[config.mk]
export PLATFORM = sky130hd
export DESIGN_NAME = if_fetch
export DESIGN_NICKNAME = d
export VERILOG_FILES = /design/src/rtl/if_pkg.sv /design/src/rtl/if_fetch_chk.sv /design/src/rtl/if_fetch_fifo.sv /design/src/rtl/if_fetch.sv
export SDC_FILE = /design/constraint.sdc
export NUM_CORES = 1
export LEC_CHECK = 0
export CORE_MARGIN = 1.5
export CORE_UTILIZATION = 30
export CTS_CLUSTER_DIAMETER = 80
export DETAILED_ROUTE_END_ITERATION = 12
export PLACE_DENSITY = 0.5
export SLEW_MARGIN = 15
export SYNTH_ARGS = -nofsm -noshare
export SYNTH_HDL_FRONTEND = slang
export SYNTH_HIERARCHICAL = 1
export SYNTH_SLANG_ARGS = --single-unit
[constraint.sdc]
create_clock -name clk -period 2.2 [get_ports clk]
set_input_delay 0.44 -clock clk [delete_from_list [all_inputs] [get_ports clk]]
set_output_delay 0.44 -clock clk [all_outputs]
set_load 0.005 [all_outputs]
[src/rtl/if_pkg.sv]
// Shared types and widths for the instruction-fetch stage.
package if_pkg;
  localparam int PC_W    = 32;
  localparam int INSTR_W = 32;

  typedef enum logic [1:0] {
    IDLE = 2'd0,
    REQ  = 2'd1,
    WAIT = 2'd2,
    DROP = 2'd3
  } fetch_state_e;

  typedef struct packed {
    logic [PC_W-1:0]    pc;
    logic [INSTR_W-1:0] instr;
  } fetch_entry_t;
endpackage

[src/rtl/if_fetch_chk.sv]
// Protocol checker: a response while no request is outstanding is an error once traffic has started.
module if_fetch_chk
  import if_pkg::*;
(
  input logic         clk,
  input logic         rst_n,
  input fetch_state_e i_state,
  input logic         i_hs,
  input logic         i_rsp_valid
);
  logic r_armed;

  // Arm after the first accepted request so a late response straight after reset is tolerated.
  always_ff @(posedge clk or negedge rst_n) begin
    if (!rst_n)    r_armed <= 1'b0;
    else if (i_hs) r_armed <= 1'b1;
    else           r_armed <= r_armed;
  end

  a_no_spurious_rsp: assert property (@(posedge clk) disable iff (!rst_n)
    !(r_armed && i_rsp_valid && (i_state == IDLE || i_state == REQ)));
endmodule

[src/rtl/if_fetch_fifo.sv]
// Small synchronous FIFO of fetched {pc, instr} entries with a flush clear and occupancy count.
module fetch_fifo
  import if_pkg::*;
#(
  parameter int DEPTH = 2,
  localparam int AW = $clog2(DEPTH),
  localparam int CW = AW + 1
) (
  input  logic         clk,
  input  logic         rst_n,
  input  logic         i_clr,
  input  logic         i_push,
  input  logic         i_pop,
  input  fetch_entry_t i_wr_data,
  output fetch_entry_t o_rd_data,
  output logic [CW-1:0] o_count
);
  fetch_entry_t     r_mem [DEPTH];
  logic [AW-1:0]    r_wr_ptr;
  logic [AW-1:0]    r_rd_ptr;
  logic [CW-1:0]    r_count;

  // Storage, pointers and count; clear wins over push/pop.
  always_ff @(posedge clk or negedge rst_n) begin
    if (!rst_n) begin
      for (int i = 0; i < DEPTH; i++) r_mem[i] <= '0;
      r_wr_ptr <= '0;
      r_rd_ptr <= '0;
      r_count  <= '0;
    end else if (i_clr) begin
      r_wr_ptr <= '0;
      r_rd_ptr <= '0;
      r_count  <= '0;
    end else begin
      if (i_push) begin
        r_mem[r_wr_ptr] <= i_wr_data;
        r_wr_ptr        <= r_wr_ptr + AW'(1);
      end
      if (i_pop) r_rd_ptr <= r_rd_ptr + AW'(1);
      if (i_push && !i_pop)      r_count <= r_count + CW'(1);
      else if (!i_push && i_pop) r_count <= r_count - CW'(1);
      else                       r_count <= r_count;
    end
  end

  assign o_rd_data = r_mem[r_rd_ptr];
  assign o_count   = r_count;
endmodule

[src/rtl/if_fetch.sv]
// Instruction-fetch stage: one outstanding imem request, credit-based issue, flush with stale-response drop.
module if_fetch
  import if_pkg::*;
#(
  parameter int PC_WIDTH    = PC_W,
  parameter int INSTR_WIDTH = INSTR_W,
  parameter int FIFO_DEPTH  = 2
) (
  input  logic                   clk,
  input  logic                   rst_n,
  input  logic [PC_WIDTH-1:0]    pc,
  input  logic                   flush,
  output logic                   go,
  output logic                   imem_req_valid,
  input  logic                   imem_req_ready,
  output logic [PC_WIDTH-1:0]    imem_req_addr,
  input  logic                   imem_rsp_valid,
  input  logic [INSTR_WIDTH-1:0] imem_rsp_data,
  output logic                   if_valid,
  input  logic                   if_ready,
  output logic [INSTR_WIDTH-1:0] if_instr,
  output logic [PC_WIDTH-1:0]    if_pc
);
  localparam int CW = $clog2(FIFO_DEPTH) + 1;

  fetch_state_e        r_state;
  fetch_state_e        w_next_state;
  logic [PC_WIDTH-1:0] r_pending_pc;
  logic [CW-1:0]       w_count;
  logic [CW-1:0]       w_next_count;
  logic                w_hs;
  logic                w_push;
  logic                w_pop;
  fetch_entry_t        w_wr_entry;
  fetch_entry_t        w_head;

  assign w_hs           = (r_state == REQ) && imem_req_ready;
  assign imem_req_valid = (r_state == REQ);
  assign imem_req_addr  = pc;
  assign go             = flush | w_hs;
  assign if_valid       = (w_count != '0);
  assign w_pop          = if_valid & if_ready & ~flush;
  assign w_push         = (r_state == WAIT) & imem_rsp_valid & ~flush;
  assign w_next_count   = w_count + CW'(w_push) - CW'(w_pop);
  assign w_wr_entry     = '{pc: r_pending_pc, instr: imem_rsp_data};
  assign if_pc          = w_head.pc;
  assign if_instr       = w_head.instr;

  // State and the PC of the request in flight.
  always_ff @(posedge clk or negedge rst_n) begin
    if (!rst_n) begin
      r_state      <= IDLE;
      r_pending_pc <= '0;
    end else begin
      r_state <= w_next_state;
      if (w_hs) r_pending_pc <= pc;
      else      r_pending_pc <= r_pending_pc;
    end
  end

  // Next state; flush overrides, and an accepted or unanswered request turns into a DROP.
  always_comb begin
    w_next_state = r_state;
    if (flush) begin
      case (r_state)
        IDLE:    w_next_state = REQ;
        REQ:     w_next_state = w_hs ? DROP : REQ;
        WAIT:    w_next_state = imem_rsp_valid ? REQ : DROP;
        DROP:    w_next_state = imem_rsp_valid ? REQ : DROP;
        default: w_next_state = IDLE;
      endcase
    end else begin
      case (r_state)
        IDLE: begin
          if (w_count < CW'(FIFO_DEPTH)) w_next_state = REQ;
          else                           w_next_state = IDLE;
        end
        REQ:  w_next_state = imem_req_ready ? WAIT : REQ;
        WAIT: begin
          if (!imem_rsp_valid)                       w_next_state = WAIT;
          else if (w_next_count < CW'(FIFO_DEPTH))   w_next_state = REQ;
          else                                       w_next_state = IDLE;
        end
        DROP:    w_next_state = imem_rsp_valid ? REQ : DROP;
        default: w_next_state = IDLE;
      endcase
    end
  end

  fetch_fifo #(.DEPTH(FIFO_DEPTH)) u_fifo (
    .clk       (clk),
    .rst_n     (rst_n),
    .i_clr     (flush),
    .i_push    (w_push),
    .i_pop     (w_pop),
    .i_wr_data (w_wr_entry),
    .o_rd_data (w_head),
    .o_count   (w_count)
  );

  if_fetch_chk u_chk (
    .clk         (clk),
    .rst_n       (rst_n),
    .i_state     (r_state),
    .i_hs        (w_hs),
    .i_rsp_valid (imem_rsp_valid)
  );
endmodule

==> results of run 1 <==
[kinds of logic after synthesis]
family	share of synthesized area, %
adders and majority gates	0.162
DFF	53.6
buffers and inverters	6.75
muxes	36.8
xor gates and xnor gates	0.679
AOI/OAI and AO/OA	0.355
and+or+nand+nor	1.63
[critical path: cells and delay by family (launching register included)]
kind	cells	cell delay [ns]
muxes	1	0.30
buffers and inverters	4	0.57
DFF	1	0.50
[power breakdown]
group          internal, uW  switching (uW)
registers              3620             360
logic                  1610             722
clock network          1550            1170
total                  6780            2250
[per-layer routing]
layer,up-vias,wire (um)
met5,-,0
met4,0,151
met3,12,774
met2,112,8480
met1,2255,8500
li1,2006,-
[timing repair]
action | 4_1_cts | 5_1_grt
cloned | 8 | 2
hold endpoints to repair | 41 | 0
hold buffers | 1 | 0
endpoints found under the setup margin | 64 | 49
buffers inserted | 5 | 1
gates resized for setup | 210 | 62
[state kept, by name, indices dropped and copies added, names as in the netlist]
register / flops
r_state: 2
u_fifo/r_wr_ptr: 1
u_fifo/r_mem: 128
r_pending_pc: 32
u_fifo/o_count: 2
u_fifo/r_rd_ptr: 1
[layout make-up]
cell class              instances  area (um^2)
multi-input cells             253         3130
fillers                      2373        14800
clock inverters                10         83.8
clock buffers                  18          439
well taps                     330          413
inverters                       2         7.51
flip-flops and latches        166         4160
repair buffers                206         2200
[path summary, 6_finish.rpt]
check | startpoint | end | slack (ns) | cells after the start
worst max-delay path | u_fifo/r_rd_ptr | if_pc[27] | -0.03 | 5
worst min-delay path | u_fifo/r_mem[41] | u_fifo/r_mem[41] | 0.50 | 1
worst max register to register | r_state[0] | u_fifo/r_mem[87] | 0.31 | 6
worst min register to register | u_fifo/r_mem[41] | u_fifo/r_mem[41] | 0.50 | 1
max in group asynchronous | rst_n | u_fifo/r_rd_ptr | 0.98 | 3
min in group asynchronous | rst_n | u_fifo/r_mem[17] | 0.52 | 2
[layout by cell type, fill, tap and decap left out, types with 6 or more instances in the layout]
| cell type | count |
|---|---|
| clkdlybuf4s50_1 | 103 |
| clkbuf_2 | 28 |
| buf_2 | 12 |
| buf_12 | 14 |
| clkinv_2 | 6 |
| buf_4 | 10 |
| dfrtp_1 | 165 |
| mux2_2 | 123 |
| clkbuf_16 | 19 |
| mux2_4 | 101 |
| buf_16 | 9 |
| buf_6 | 23 |
[metrics by stage]
step / setup TNS (ns) / utilization [%] / power, uW / setup WS (ns)
2_1_floorplan: 0 / - / 5250 / 0.322
3_3_place_gp: -2.98 / 38.2 / 6430 / -0.0617
3_5_place_dp: -8.18 / 38.2 / 6480 / -0.116
4_1_cts: -1.20 / 41.2 / 9130 / -0.0966
5_1_grt: -0.780 / 41.3 / 9520 / -0.0782
6_report: -0.0264 / 41.3 / 9030 / -0.0264
==> metrics.md, run 1 <==
| Metric | Value |
|---|---|
| Syn_nets | `548` |
| Port Buffer Count | `168` |
| Synth warn | `6` |
| Min-Delay Path Class | `flop to flop` |
| Most used routing layer in global routing | `met2` |
| Row count | `58` |
| Ranking of synthesized cells by area | `dfrtp_1 54%, mux2_2 20%, mux2_4 17%, buf_4 3.2%, buf_12 1.6%` |
| Unrepaired setup endpoints after global routing | `yes` |
| Post-route cell area | `10400 um^2` |
| Hold_ws | `0.499 ns` |
| Most frequent cells after synthesis | `166 x dfrtp_1, 137 x mux2_2, 87 x mux2_4, 33 x buf_4, 10 x buf_6` |
| Status | `finished with violations` |
| Drt wl/cell | `18.2 um` |
| Drt first pass iters | `4` |
| Detail Route Antenna Nets | `0` |
| Pwr Density | `approximately 870 nW/um^2` |
| Post-synth top area share | `between 50 and 60%` |
| Met1 Use GR | `18.8%` |
| Die area | `26800 um^2` |
| Async SR Flop Fraction | `100%` |
| Drt total wl | `17900 um` |
| Synthesis-to-layout area growth | `34.6%` |
| Tmin final | `2.23 ns` |
| Die H | `164 um` |
| Chip width | `between 150 and 200 um` |
| Starting DRC count in detailed routing | `144` |
| Final WS setup | `-0.0264 ns` |
| Final Skew | `0.00980 ns` |
| Synth Register Bits | `166` |
| Met3 GRT Util | `3.20%` |
| Max_slew headroom | `slightly below 70%` |
| Max H-tree Level | `4` |
| Prevailing post-synth register cell | `dfrtp_1` |
| Starting Density | `30.7%` |
| CTS Buffer Depth | `2` |
| Placed cells | `940` |
| Post-DR vias/cell | `4.45` |
| Final hold violations | `0` |
| Initial antenna violation count | `1` |
| Worst setup SP type | `flop` |
| Io pins | `~170` |
| DP Area | `9640 um^2` |
| Final setup vio count | `1` |
| CP max FO | `6` |
| Non-Filler Instances | `985` |
| Max-Cap Viols | `0` |
| Worst-margin pin slew | `0.472 ns` |
| IR drop worst, VDD | `421 uV` |
| WS Path Type | `flop to output pin` |
| Leakage | `around 0.0050 uW` |
| Yosys cell types | `25` |
| Clock root cell | `clkbuf_16` |
| Max-slew violation count | `0` |
| DR vias | `between 4000 and 5000` |
| TritonCTS Buffers | `17` |
| Setup crit end kind | `output pin` |
| Largest net degree at the start of global routing | `47` |
| Met2 usage in global routing | `21.4%` |
| Clk pin slew, worst setup/hold paths | `0.06 ns` |
| Fmax | `0.449 GHz` |
| Crit-path cells | `buf_12 > clkbuf_16 > buf_6 > mux2_4 > buf_6` |
| Cell taking the most area after synthesis | `dfrtp_1` |
| EDFF count, synth | `0` |
| GRT Overall Usage | `13.6%` |
| CTS tree | `yes` |
| Total Nets Final | `about 720` |
| Final worst-path cycle share | `101%` |
| Most common cell on crit path | `buf_6` |
| CTS Sinks | `166` |
| Slowest CP cell | `dfrtp_4` |
| Diodes inserted | `0` |
| GPL Wtd Cong | `0.727` |
| Overflow after GRT | `0` |
| Synth Cell Area | `7740 um^2` |
| Detailed-route DRC error count | `0` |
| Share of layout cells above drive strength 1 | `a little over half` |
| Most frequent cell after synthesis | `dfrtp_1` |
| Critical path required time | `1.76 ns` |
| Cell count after synthesis | `477` |
| Worst Path Arrival | `around 1.8 ns` |
| Sequential share of the synthesized area | `53.6%` |
| Dpl hpwl | `10900 um` |
| Worst skew pair latency | `0.41 ns` |
| Mean Syn Cell Area | `16.2 um^2` |
| First-pass GRT wire length | `between 20000 and 30000 um` |
| CP peak stage delay | `0.50 ns` |
| Vias in the first global route | `4754` |
| Core area | `25300 um^2` |
| Failing checks | `negative setup slack` |
Note: power is estimated with default switching activity, not from simulation.
==> inputs of run 2 (changes only) <==
- SKIP_CTS_REPAIR_TIMING: unset -> 1
==> metrics.md, run 2 (synthesis gave the netlist of run 1 again) <==
| Metric | Value |
|---|---|
| Status | `finished with violations` |
| Failing checks | `negative setup slack` |
| Dpl hpwl | `10900 um (unchanged)` |
| Detail Route Antenna Nets | `0 (unchanged)` |
| Min-Delay Path Class | `flop to flop` |
| Drt wl/cell | `17.2 um (-5.5%)` |
| Most frequent cells in the layout | `165 x dfrtp_1, 137 x mux2_2, 113 x clkdlybuf4s50_1` |
| Total Nets Final | `702 (-2.1%)` |
| Row count | `58 (unchanged)` |
| Max H-tree Level | `4 (unchanged)` |
| Reg area | `4160 um^2 (unchanged)` |
| Share of layout cells above drive strength 1 | `43.8% (-11 points)` |
| Final worst-path cycle share | `110% (+8.5 points)` |
| Initial antenna violation count | `1 (unchanged)` |
| Biggest regs | `u_fifo/r_mem: 128 flops, r_pending_pc: 32 flops` |
| Commonest non-fill, non-tap cell in the layout | `dfrtp_1` |
| Hold path cells | `1 (unchanged)` |
| Worst R2R Setup Slack | `0.33 ns (+0.02 ns)` |
| Synthesis-to-layout area growth | `33.6%` |
| Final WS setup | `-0.213 ns (-0.187 ns)` |
| Post-DR vias/cell | `4.43 (-0.40%)` |
| DR vias | `4301 (-1.9%)` |
| Post-route cell area | `10300 um^2 (-0.79%)` |
| DP Area | `9640 um^2 (unchanged)` |
| Worst r2r src | `r_state[0]` |
| Chip width | `164 um (unchanged)` |
| Io pins | `169 (unchanged)` |
| TNS Setup | `-1.95 ns (-1.92 ns)` |
| Final hold violations | `0 (unchanged)` |
| Setup crit end kind | `output pin` |
| Worst R2R Path Depth | `6 (unchanged)` |
| WS Path Type | `flop to output pin` |
| Clk pin slew, worst setup/hold paths | `0.06 ns (about the same)` |
| Final setup vio count | `10 (+9)` |
| Multi-input combinational cell area | `3070 um^2 (-1.7%)` |
| Tmin final | `2.41 ns (+0.187 ns)` |
| CTS tree | `yes` |
| Starting DRC count in detailed routing | `144 (unchanged)` |
| Diodes inserted | `0 (unchanged)` |
| Die area | `26800 um^2 (unchanged)` |
| GPL Wtd Cong | `0.727 (unchanged)` |
| Core area | `25300 um^2 (unchanged)` |
| Max-Cap Viols | `0 (unchanged)` |
| Worst setup SP type | `flop` |
| Worst Path Arrival | `1.97 ns (+0.18 ns)` |
| Hold Startpoint | `u_fifo/r_mem[41]` |
| Hold_ws | `0.498 ns (-0.000858 ns)` |
| Max-slew violation count | `0 (unchanged)` |
| R2r endpoint | `u_fifo/r_mem[87]` |
| IR drop worst, VDD | `404 uV (-4.1%)` |
| First-pass GRT wire length | `26000 um (-5.3%)` |
| Hold worst-path end | `u_fifo/r_mem[41]` |
| Final Skew | `0.0113 ns (+0.00154 ns)` |
| Pwr Density | `873 nW/um^2 (+0.84%)` |
| Worst skew pair latency | `0.41 ns (about the same)` |
| TritonCTS Buffers | `17 (unchanged)` |
| Max_slew headroom | `68.8% (+0.31 points)` |
| Top reg by flops | `u_fifo/r_mem` |
| GRT Overall Usage | `12.7% (-0.93 points)` |
| Fmax | `0.414 GHz (-7.7%)` |
| CTS Sinks | `166 (unchanged)` |
| CP max FO | `25 (+19)` |
| Post-place setup slack | `-0.116 ns (unchanged)` |
| Overflow after GRT | `0 (unchanged)` |
| Detailed-route DRC error count | `0 (unchanged)` |
| Unrepaired setup endpoints after global routing | `yes` |
| Largest net degree at the start of global routing | `47 (unchanged)` |
| Die H | `164 um (unchanged)` |
| Number of flip-flops in the largest register | `128 (unchanged)` |
| Vias in the first global route | `4711 (-0.90%)` |
| Clock root cell | `clkbuf_16` |
| Starting Density | `30.7% (unchanged)` |
| Port Buffer Count | `168 (unchanged)` |
| Critical path required time | `1.76 ns (about the same)` |
| Leakage | `0.00557 uW (+12%)` |
| Drt total wl | `16700 um (-6.9%)` |
| Drt first pass iters | `4 (unchanged)` |
| Worst-margin pin slew | `0.467 ns (-0.00461 ns)` |
| CTS Buffer Depth | `2 (unchanged)` |
| Final-layout fill cell count | `2373 (unchanged)` |
[run 2: layer usage]
metal,global-route usage (%),wire (um),up-vias
met1,17.0,7870,2216
li1,-,-,1963
met3,2.97,745,11
met2,20.2,7870,111
met5,0,0,-
met4,4.09,171,0
[run 2: final cells by class]
class                           count  area share (%)
Sequential cell                   166            40.2
Multi-Input combinational cell    253            29.7
Timing Repair Buffer              191            21.0
Clock buffer                       18            4.25
Tap cell                          330            3.99
Clock inverter                     10           0.810
Inverter                            2          0.0726
[run 2: worst max-delay path, stage by stage (launching register included)]
cell,delay (ns)
dfrtp_4,0.49
buf_12,0.22
mux2_2,0.38
clkdlybuf4s50_1,0.45
[run 2: how the worst max path moves through the flow]
stage / startpoint / slack [ns] / end
3_3_place_gp: imem_rsp_valid / -0.06 / u_fifo/r_mem[87]
5_1_grt: u_fifo/r_rd_ptr / -0.28 / if_pc[31]
2_1_floorplan: r_state[0] / 0.32 / u_fifo/r_mem[100]
3_5_place_dp: imem_rsp_valid / -0.12 / u_fifo/r_mem[87]
4_1_cts: u_fifo/r_rd_ptr / -0.27 / if_instr[26]
6_report: u_fifo/r_rd_ptr / -0.21 / if_pc[31]
[run 2: stage by stage]
stage          cells  total power, uW  util [%]
5_1_grt          970             9530      41.0
3_5_place_dp     940             6480      38.2
6_report         970             9040      41.0
3_3_place_gp     940             6430      38.2
2_1_floorplan    477             5250         -
4_1_cts          968             9280      40.3
[run 2: where the power goes]
group	switching (uW)	internal [uW]	total [uW]
sequential	351	3620	3970
combinational	677	1660	2340
clock	1170	1550	2720
